--- config.mk ---
export PLATFORM = sky130hd
export DESIGN_NAME = cfg_frame_serializer
export DESIGN_NICKNAME = d
export VERILOG_FILES = /design/src/rtl/cfg_frame_serializer.sv
export SDC_FILE = /design/constraint.sdc
export NUM_CORES = 1
export LEC_CHECK = 0
export ABC_AREA = 1
export BUFFER_PORTS_ARGS = -buffer_cell sky130_fd_sc_hd__buf_2
export CAP_MARGIN = 20
export CORE_UTILIZATION = 50
export DETAILED_ROUTE_END_ITERATION = 7
export GPL_ROUTABILITY_DRIVEN = 1
export GPL_TIMING_DRIVEN = 1
export PLACE_DENSITY = 0.76
export SLEW_MARGIN = 0
export SYNTH_ARGS = -nofsm -noshare
export SYNTH_HDL_FRONTEND = slang
export SYNTH_SLANG_ARGS = --single-unit
--- constraint.sdc ---
create_clock -name CLK -period 3.9 [get_ports CLK]
set_input_delay 0.78 -clock CLK [delete_from_list [all_inputs] [get_ports CLK]]
set_output_delay 0.78 -clock CLK [all_outputs]
set_load 0.01 [all_outputs]
--- src/rtl/cfg_frame_serializer.sv ---
// cfg_frame_serializer
//   Takes one configuration frame in parallel through a valid/ready handshake.
//   Shifts it out on SEL/MOSI with a per-bit SHIFT_EN strobe, then pulses
//   LATCH_STB so the downstream static+dynamic chain transfers data to its latches.
//   Optional macro CFG_READBACK_CHECK_EN: SDO is captured on every SHIFT_EN and
//   compared against the previously completed frame. The result is RDBK_ERR,
//   which is valid together with DONE.
//   Without the macro, RDBK_ERR is tied low and SDO is ignored.
module cfg_frame_serializer #(
  parameter int SIZESRSTAT = 88,
  parameter int SIZESRDYN  = 16,
  parameter int FRAME_LEN  = SIZESRSTAT + SIZESRDYN,
  parameter int CLKDIV     = 4,   // CLK cycles per serial bit, must be >= 2
  parameter int LSB_FIRST  = 0    // 0: LOAD_DATA[FRAME_LEN-1] goes first
) (
  input  logic                 CLK,
  input  logic                 RST,
  input  logic                 LOAD_VALID,
  output logic                 LOAD_READY,
  input  logic [FRAME_LEN-1:0] LOAD_DATA,
  input  logic                 ABORT,
  output logic                 SEL,
  output logic                 MOSI,
  output logic                 SHIFT_EN,
  output logic                 LATCH_STB,
  output logic                 BUSY,
  output logic                 DONE,
  output logic                 ABORTED,
  input  logic                 SDO,
  output logic                 RDBK_ERR
);

  localparam int DW = $clog2(CLKDIV);
  localparam int BW = $clog2(FRAME_LEN + 1);
  localparam logic [DW-1:0] DIV_LAST = DW'(CLKDIV - 1);
  localparam logic [BW-1:0] BIT_LAST = BW'(FRAME_LEN - 1);

  typedef enum logic [2:0] {
    ST_IDLE,
    ST_SETUP,
    ST_SHIFT,
    ST_LATCH,
    ST_DONE
  } state_t;

  state_t                 state_q, state_d;
  logic [DW-1:0]          div_q, div_d;
  logic [BW-1:0]          bit_q, bit_d;
  logic [FRAME_LEN-1:0]   frame_q, frame_d;
  logic                   abort_take;

  logic ready_q, ready_d;
  logic sel_q, sel_d;
  logic mosi_q, mosi_d;
  logic shift_q, shift_d;
  logic latch_q, latch_d;
  logic busy_q, busy_d;
  logic done_q, done_d;
  logic aborted_q, aborted_d;

  // Map the transmit sequence number of a bit to its position in the frame.
  function automatic logic [BW-1:0] bit_pos(input logic [BW-1:0] b);
    if (LSB_FIRST != 0) return b;
    return BIT_LAST - b;
  endfunction

  // Next-state logic: frame sequencing, divider, and bit counter.
  always_comb begin
    state_d    = state_q;
    div_d      = div_q;
    bit_d      = bit_q;
    frame_d    = frame_q;
    abort_take = 1'b0;
    case (state_q)
      ST_IDLE: begin
        // LOAD_READY is high exactly in IDLE, so VALID alone completes the handshake.
        // An ABORT arriving in the same cycle has no effect here.
        if (LOAD_VALID) begin
          frame_d = LOAD_DATA;
          div_d   = '0;
          bit_d   = '0;
          state_d = ST_SETUP;
        end
      end
      ST_SETUP: begin
        if (ABORT) begin
          abort_take = 1'b1;
          div_d      = '0;
          bit_d      = '0;
          state_d    = ST_IDLE;
        end else if (div_q == DIV_LAST) begin
          div_d   = '0;
          bit_d   = '0;
          state_d = ST_SHIFT;
        end else begin
          div_d = div_q + 1'b1;
        end
      end
      ST_SHIFT: begin
        if (ABORT) begin
          abort_take = 1'b1;
          div_d      = '0;
          bit_d      = '0;
          state_d    = ST_IDLE;
        end else if (div_q == DIV_LAST) begin
          // This cycle carries SHIFT_EN; MOSI moves to the next bit afterwards.
          div_d = '0;
          if (bit_q == BIT_LAST) begin
            state_d = ST_LATCH;
          end else begin
            bit_d = bit_q + 1'b1;
          end
        end else begin
          div_d = div_q + 1'b1;
        end
      end
      ST_LATCH: state_d = ST_IDLE == ST_IDLE ? ST_DONE : ST_DONE;
      ST_DONE:  state_d = ST_IDLE;
      default:  state_d = ST_IDLE;
    endcase
  end

  // Output decode from the next state, so every output comes straight from a flop.
  always_comb begin
    ready_d   = (state_d == ST_IDLE);
    busy_d    = (state_d != ST_IDLE);
    sel_d     = (state_d == ST_SETUP) || (state_d == ST_SHIFT);
    shift_d   = (state_d == ST_SHIFT) && (div_d == DIV_LAST);
    latch_d   = (state_d == ST_LATCH);
    done_d    = (state_d == ST_DONE);
    aborted_d = abort_take;
    mosi_d    = 1'b0;
    if (sel_d) begin
      mosi_d = frame_d[bit_pos(bit_d)];
    end
  end

  // State, counter, frame, and registered output flops.
  always_ff @(posedge CLK or posedge RST) begin
    if (RST) begin
      state_q   <= ST_IDLE;
      div_q     <= '0;
      bit_q     <= '0;
      frame_q   <= '0;
      ready_q   <= 1'b1;
      sel_q     <= 1'b0;
      mosi_q    <= 1'b0;
      shift_q   <= 1'b0;
      latch_q   <= 1'b0;
      busy_q    <= 1'b0;
      done_q    <= 1'b0;
      aborted_q <= 1'b0;
    end else begin
      state_q   <= state_d;
      div_q     <= div_d;
      bit_q     <= bit_d;
      frame_q   <= frame_d;
      ready_q   <= ready_d;
      sel_q     <= sel_d;
      mosi_q    <= mosi_d;
      shift_q   <= shift_d;
      latch_q   <= latch_d;
      busy_q    <= busy_d;
      done_q    <= done_d;
      aborted_q <= aborted_d;
    end
  end

  assign LOAD_READY = ready_q;
  assign SEL        = sel_q;
  assign MOSI       = mosi_q;
  assign SHIFT_EN   = shift_q;
  assign LATCH_STB  = latch_q;
  assign BUSY       = busy_q;
  assign DONE       = done_q;
  assign ABORTED    = aborted_q;

`ifdef CFG_READBACK_CHECK_EN
  // The downstream chain returns the frame it held before this one.
  // The shadow copy therefore holds the last fully completed frame.
  // It starts at zero, matching the downstream reset contents.
  logic [FRAME_LEN-1:0] shadow_q;
  logic [FRAME_LEN-1:0] capture_q;
  logic                 rdbk_q;

  // Capture SDO in transmit order, keep the shadow copy, and register the compare in DONE.
  always_ff @(posedge CLK or posedge RST) begin
    if (RST) begin
      shadow_q  <= '0;
      capture_q <= '0;
      rdbk_q    <= 1'b0;
    end else begin
      if (shift_q) begin
        capture_q[bit_pos(bit_q)] <= SDO;
      end
      if (state_q == ST_DONE) begin
        shadow_q <= frame_q;
      end
      rdbk_q <= (state_d == ST_DONE) && (capture_q != shadow_q);
    end
  end

  assign RDBK_ERR = rdbk_q;
`else
  logic unused_sdo;
  assign unused_sdo = SDO;
  assign RDBK_ERR   = 1'b0;
`endif

endmodule

* Yosys cells after proc, flatten, opt, wreduce, memory -nomap -nowiden
Index checks and enable logic that the tools add are counted. Widths: inputs -> output; s select.
Word-level totals: flip-flop bits (word level) 124, input bits 109, output and inout bits 9, logic and storage cells 57
Operators by class: $add $sub $neg 3, magnitude comparators 1, equal/unequal tests 10, muxes and demuxes 25, reductions and logical operators 6
Operators by type and width (number):
- $mux 104 | 2
- $mux 7 | 6
- $pmux 7 s3 | 1
- $mux 3 | 6
- $eq 3x2->1 const B | 4
- $pmux 3 s4 | 1
- $lt 7x8->1 const B | 1
- $add 7x1->7 const B | 1
- $bmux 1 s7 | 1
- $eq 7x7->1 const B | 1
- $sub 7x7->7 const A | 1
- $eq 3x1->1 const B | 2
- $logic_not 3->1 | 2
- $mux 2 | 3
- $eq 2x2->1 const B | 2
- $mux 1 | 4
- $pmux 2 s2 | 1
- $eq 3x3->1 const B | 1
- $reduce_bool 3->1 | 1
- $add 2x1->2 const B | 1
- $reduce_or 2->1 | 1
- $logic_and 1x1->1 | 1
- $logic_or 1x1->1 | 1

* Depth between registers and ports, before layout
depth in word-level cells 9, gate-level depth with buffers 20

* Least setup slack after synthesis
OpenSTA, ideal clock, no wires.
kind input port to flip-flop, start input LOAD_VALID, end register mosi_q (netlist: MOSI), setup time 0.119 ns, data arrival time 2.147 ns, data required time 3.781 ns, setup slack 1.634 ns, stages 15, buffers on the path 1, path through nand3b_1 -> nand2_1 -> nor2_4 -> nand2_4 -> nand2_4 -> inv_2 -> buf_4 -> nand2_1 -> nand3_1 -> nand3_1 -> nand3_1 -> nand3_1 -> nand3_1 -> a21oi_1 -> nor2_1
On the way: longest elaborated chain between the ends 6, elaborated cells on any way between the ends 13, classes of those cells add/sub (1); eq/ne (2); mux (9); reduce/logical (1)
Ends and longest elaborated chain:
- start: declaration | RTL line 18 | input logic LOAD_VALID,
- $mux 7 | RTL line 78 | if (LOAD_VALID) begin
- $pmux 7 s3 | RTL line 74 | case (state_q)
- via bit_d[0] | RTL line 48 | logic [BW-1:0] bit_q, bit_d;
- $sub 7x7->7 | RTL line 64 | return BIT_LAST - b;
- $bmux 1 s7 | RTL line 134 | mosi_d = frame_d[bit_pos(bit_d)];
- $mux 1 (not written as such) | RTL line 134
- $mux 1 | RTL line 133 | if (sel_d) begin
- via mosi_d | RTL line 54 | logic mosi_q, mosi_d;
- end signal: assignment | RTL line 160 | mosi_q <= mosi_d;
- end: declaration | RTL line 54
The timed path passes the listed nets, and every way through them passes these cells. The select of a mux whose other input is x is not followed.

* Worst setup path in the final report
start register div_q[0], end register mosi_q (netlist: MOSI)
On the way: longest elaborated chain between the ends 8, elaborated cells on any way between the ends 18, classes of those cells add/sub (1); eq/ne (3); mux (13); reduce/logical (1)
Ends and longest elaborated chain:
- start: declaration | RTL line 47 | logic [DW-1:0] div_q, div_d;
- start signal: assignment | RTL line 155 | div_q <= div_d;
- $eq 2x2->1 (*) | RTL line 91, 105
- $mux 7, on equally long branches | RTL line 105, 91
- $mux 7, on equally long branches | RTL line 100, 86
- $pmux 7 s3 | RTL line 74
- $sub 7x7->7 | RTL line 64
- $bmux 1 s7 | RTL line 134
- $mux 1 (not written as such) | RTL line 134
- $mux 1 (*) | RTL line 133
- via mosi_d | RTL line 54
The timed path passes the listed nets; every way through them passes the cells marked *. The select of a mux whose other input is x is not followed.

==> impl_results.md <==
- # IOs: roughly 120
- Mapped Area: 6060 um2
- Clk pin slew, worst setup/hold paths: around 50 ps
- Synth warnings: 0
- Final Critical Period: between 3000 and 4000 ps
- DR vias/cell: around 5.3
- Cells after synthesis: roughly 800
- Clock sinks: ~120
- P&R area growth vs syn: 21.2%
- Total global-route track usage: 0.256
- Yosys cell types: 33
- Final WL: 15000 um
- Critical Path Source: div_q[0]
- Min-Delay Path Class: flip-flop to flip-flop
- Slew Viols, Final: 0
- Slew headroom: 0.460
- Unrepaired setup endpoints after global routing: false
- Yosys top cell area share: 0.508
- Core Region: 11600 um2
- Failing checks: design-rule violations
- DR WL/cell: ~14 um
- Syn Area/Cell: between 7 and 8 um2
- Setup CP Type: flip-flop to flip-flop
- Number of port buffers: between 100 and 150
- Initial Util: 0.522
- Max FO, Critical Path: 36
- CTS Buf Count: 17
- VDD IR max: ~0.26 mV
- DRC viols: 11
- Final net count: 1011
- Root buf cell: clkbuf_16
- DP HPWL: 9710 um
- Hold wc startpoint: frame_q[97]
- Row count: 39
- Synth Flop Type: dfrtp_1
- Die ar.: 12600 um2
- Clk buf depth: 2
- P_leak: about 0.0040 uW
- Filler cells: 1006
- DRT antenna net count: 0
- Post-synth ARST share: 1.00
- Max Clk Rate: between 300 and 400 MHz
- Largest net degree at the start of global routing: 61
- Post-Syn Nets: between 900 and 1000
- Sum of negative setup slack: 0 ps
- Vias in the first global route: roughly 5200
- Period utilization: 0.807
- Slew @ Worst Pin: a little over 800 ps
- PostCTS Resize Cnt: 0
- Cts hold-fix bufs: 0
- Finish-stage setup viols: 0
- Die Y: ~110 um
- Post-synthesis sequential area ratio: 0.512
- Synth area leader: dfrtp_1
- CP Data Arrival Time: roughly 3500 ps
- Initial antenna violation count: 0
- Register Area: 3100 um2
- CP startpoint kind: flip-flop
- Status: complete, but fails checks
- Later-pin clock latency in the skew report: between 400 and 500 ps
- Top post-synthesis cells by area: dfrtp_1, nand2_1, nand3_1, buf_2, inv_1
- Fin. Hold Viols: 0
- RePlAce Congestion: ~0.82
- Gr ovfl total: 0
- CTS H-Tree Depth: 4
- Commonest non-fill, non-tap cell in the layout: nand2_1
- Max Clock Skew: 5.73 ps
- Area occupied by multi-input gates: 2660 um2
- #FFs+latches synth: between 100 and 150
- Die Wd: between 100 and 150 um
- Pre-Repair DR Iteration Count: 7
- Layout cells sized above 1: 0.196
- RR Startpoint: div_q[0]
- TritonCTS clock tree: built
- Commonest cells after routing, fill and taps aside: nand2_1, nand3_1, dfrtp_1
- Element type at the critical path end: flip-flop
- Total number of vias: approximately 5500
- First-pass GRT wire length: 25200 um
- MaxCap Viol Count: 0
- Ant. Diodes: 0
- Post-CTS Setup Bufs: 0
- Total power: about 3800 uW
- PwrDens: ~520 nW/um2
- WP data required: ~4200 ps
- 1st-iter DRT viols: 382
- Post-synth EDFFs: 0
[flip-flops by register name, summed over array words and instances, names as in the netlist]
| register | cells |
|---|---|
| ABORTED | 1 |
| BUSY | 1 |
| DONE | 1 |
| LATCH_STB | 1 |
| LOAD_READY | 1 |
| MOSI | 1 |
| SEL | 1 |
| SHIFT_EN | 1 |
| bit_q | 7 |
| div_q | 2 |
| frame_q | 104 |
| state_q | 3 |
[power by group]
| part | total, uW | switching, uW | internal [uW] |
|---|---|---|---|
| Sequential | 1560 | 57.2 | 1500 |
| Combinational | 610 | 396 | 214 |
| Clock | 1660 | 557 | 1100 |
| Total | 3820 | 1010 | 2810 |
[cell families after synthesis]
| group | synth area share |
|---|---|
| other cells | 0.000618 |
| xor+xnor | 0.00289 |
| compound gates | 0.0235 |
| buf+inv | 0.0512 |
| flops | 0.512 |
| fa+ha+maj | 0.00619 |
| simple gates | 0.404 |
[area by class of cell]
| type | instances | area share |
|---|---|---|
| Sequential cell | 124 | 0.422 |
| Multi-Input combinational cell | 606 | 0.361 |
| Timing Repair Buffer | 124 | 0.0926 |
| Clock buffer | 21 | 0.0627 |
| Tap cell | 143 | 0.0243 |
| Clock inverter | 11 | 0.0226 |
| Inverter | 26 | 0.0138 |
[stage by stage]
stage	area [um2]	std cells	hold slack [ps]	util	setup slack [ps]
6_report	7350	1055	469	0.633	751
5_1_grt	7350	1055	488	0.633	431
4_1_cts	7350	1055	475	0.633	774
3_5_place_dp	6720	1023	462	0.579	694
3_3_place_gp	6720	1023	458	0.579	728
2_1_floorplan	6070	798	444	-	1600
[cell usage after synthesis, drive strengths merged, types with 2 or more instances]
master / count
buf: 32
o21ai: 7
nand3: 145
clkbuf: 10
a31oi: 2
nand2: 408
dfrtp: 123
nor2: 19
inv: 26
o211ai: 2
a21oi: 7
ha: 3
nor3: 3
nand4: 2
[layer usage]
layer / vias up / wire [um] / global-route usage
li1: 2759 / - / -
met1: 2535 / 6680 / 0.344
met2: 210 / 7060 / 0.399
met3: 36 / 941 / 0.0605
met4: 0 / 323 / 0.114
met5: - / 0 / 0
[worst max-delay path, cell delays in order (launching register included)]
cell	delay, ps
dfrtp_1	370
ha_1	400
inv_1	150
nand2_1	80
nor2_1	40
nand2_1	90
inv_2	60
nor2_4	160
nand2_4	290
nand2_4	340
buf_12	240
nand2_1	70
nand3_1	90
nand3_1	110
nand3_1	110
nand3_1	80
nand3_1	90
nand2_1	70
nand2_1	60
nand2_1	40
nor2_1	90
[worst paths after layout]
| check | to | slack [ps] | depth (start not counted) |
|---|---|---|---|
| worst min-delay path | frame_q[97] | 470 | 2 |
| max in group asynchronous | frame_q[21] | 2550 | 3 |
| min in group asynchronous | frame_q[102] | 510 | 2 |
| worst min register to register | frame_q[97] | 470 | 2 |
| worst max register to register | MOSI | 750 | 20 |
| worst max-delay path | MOSI | 750 | 20 |
Power figures use the tool's default switching activity.
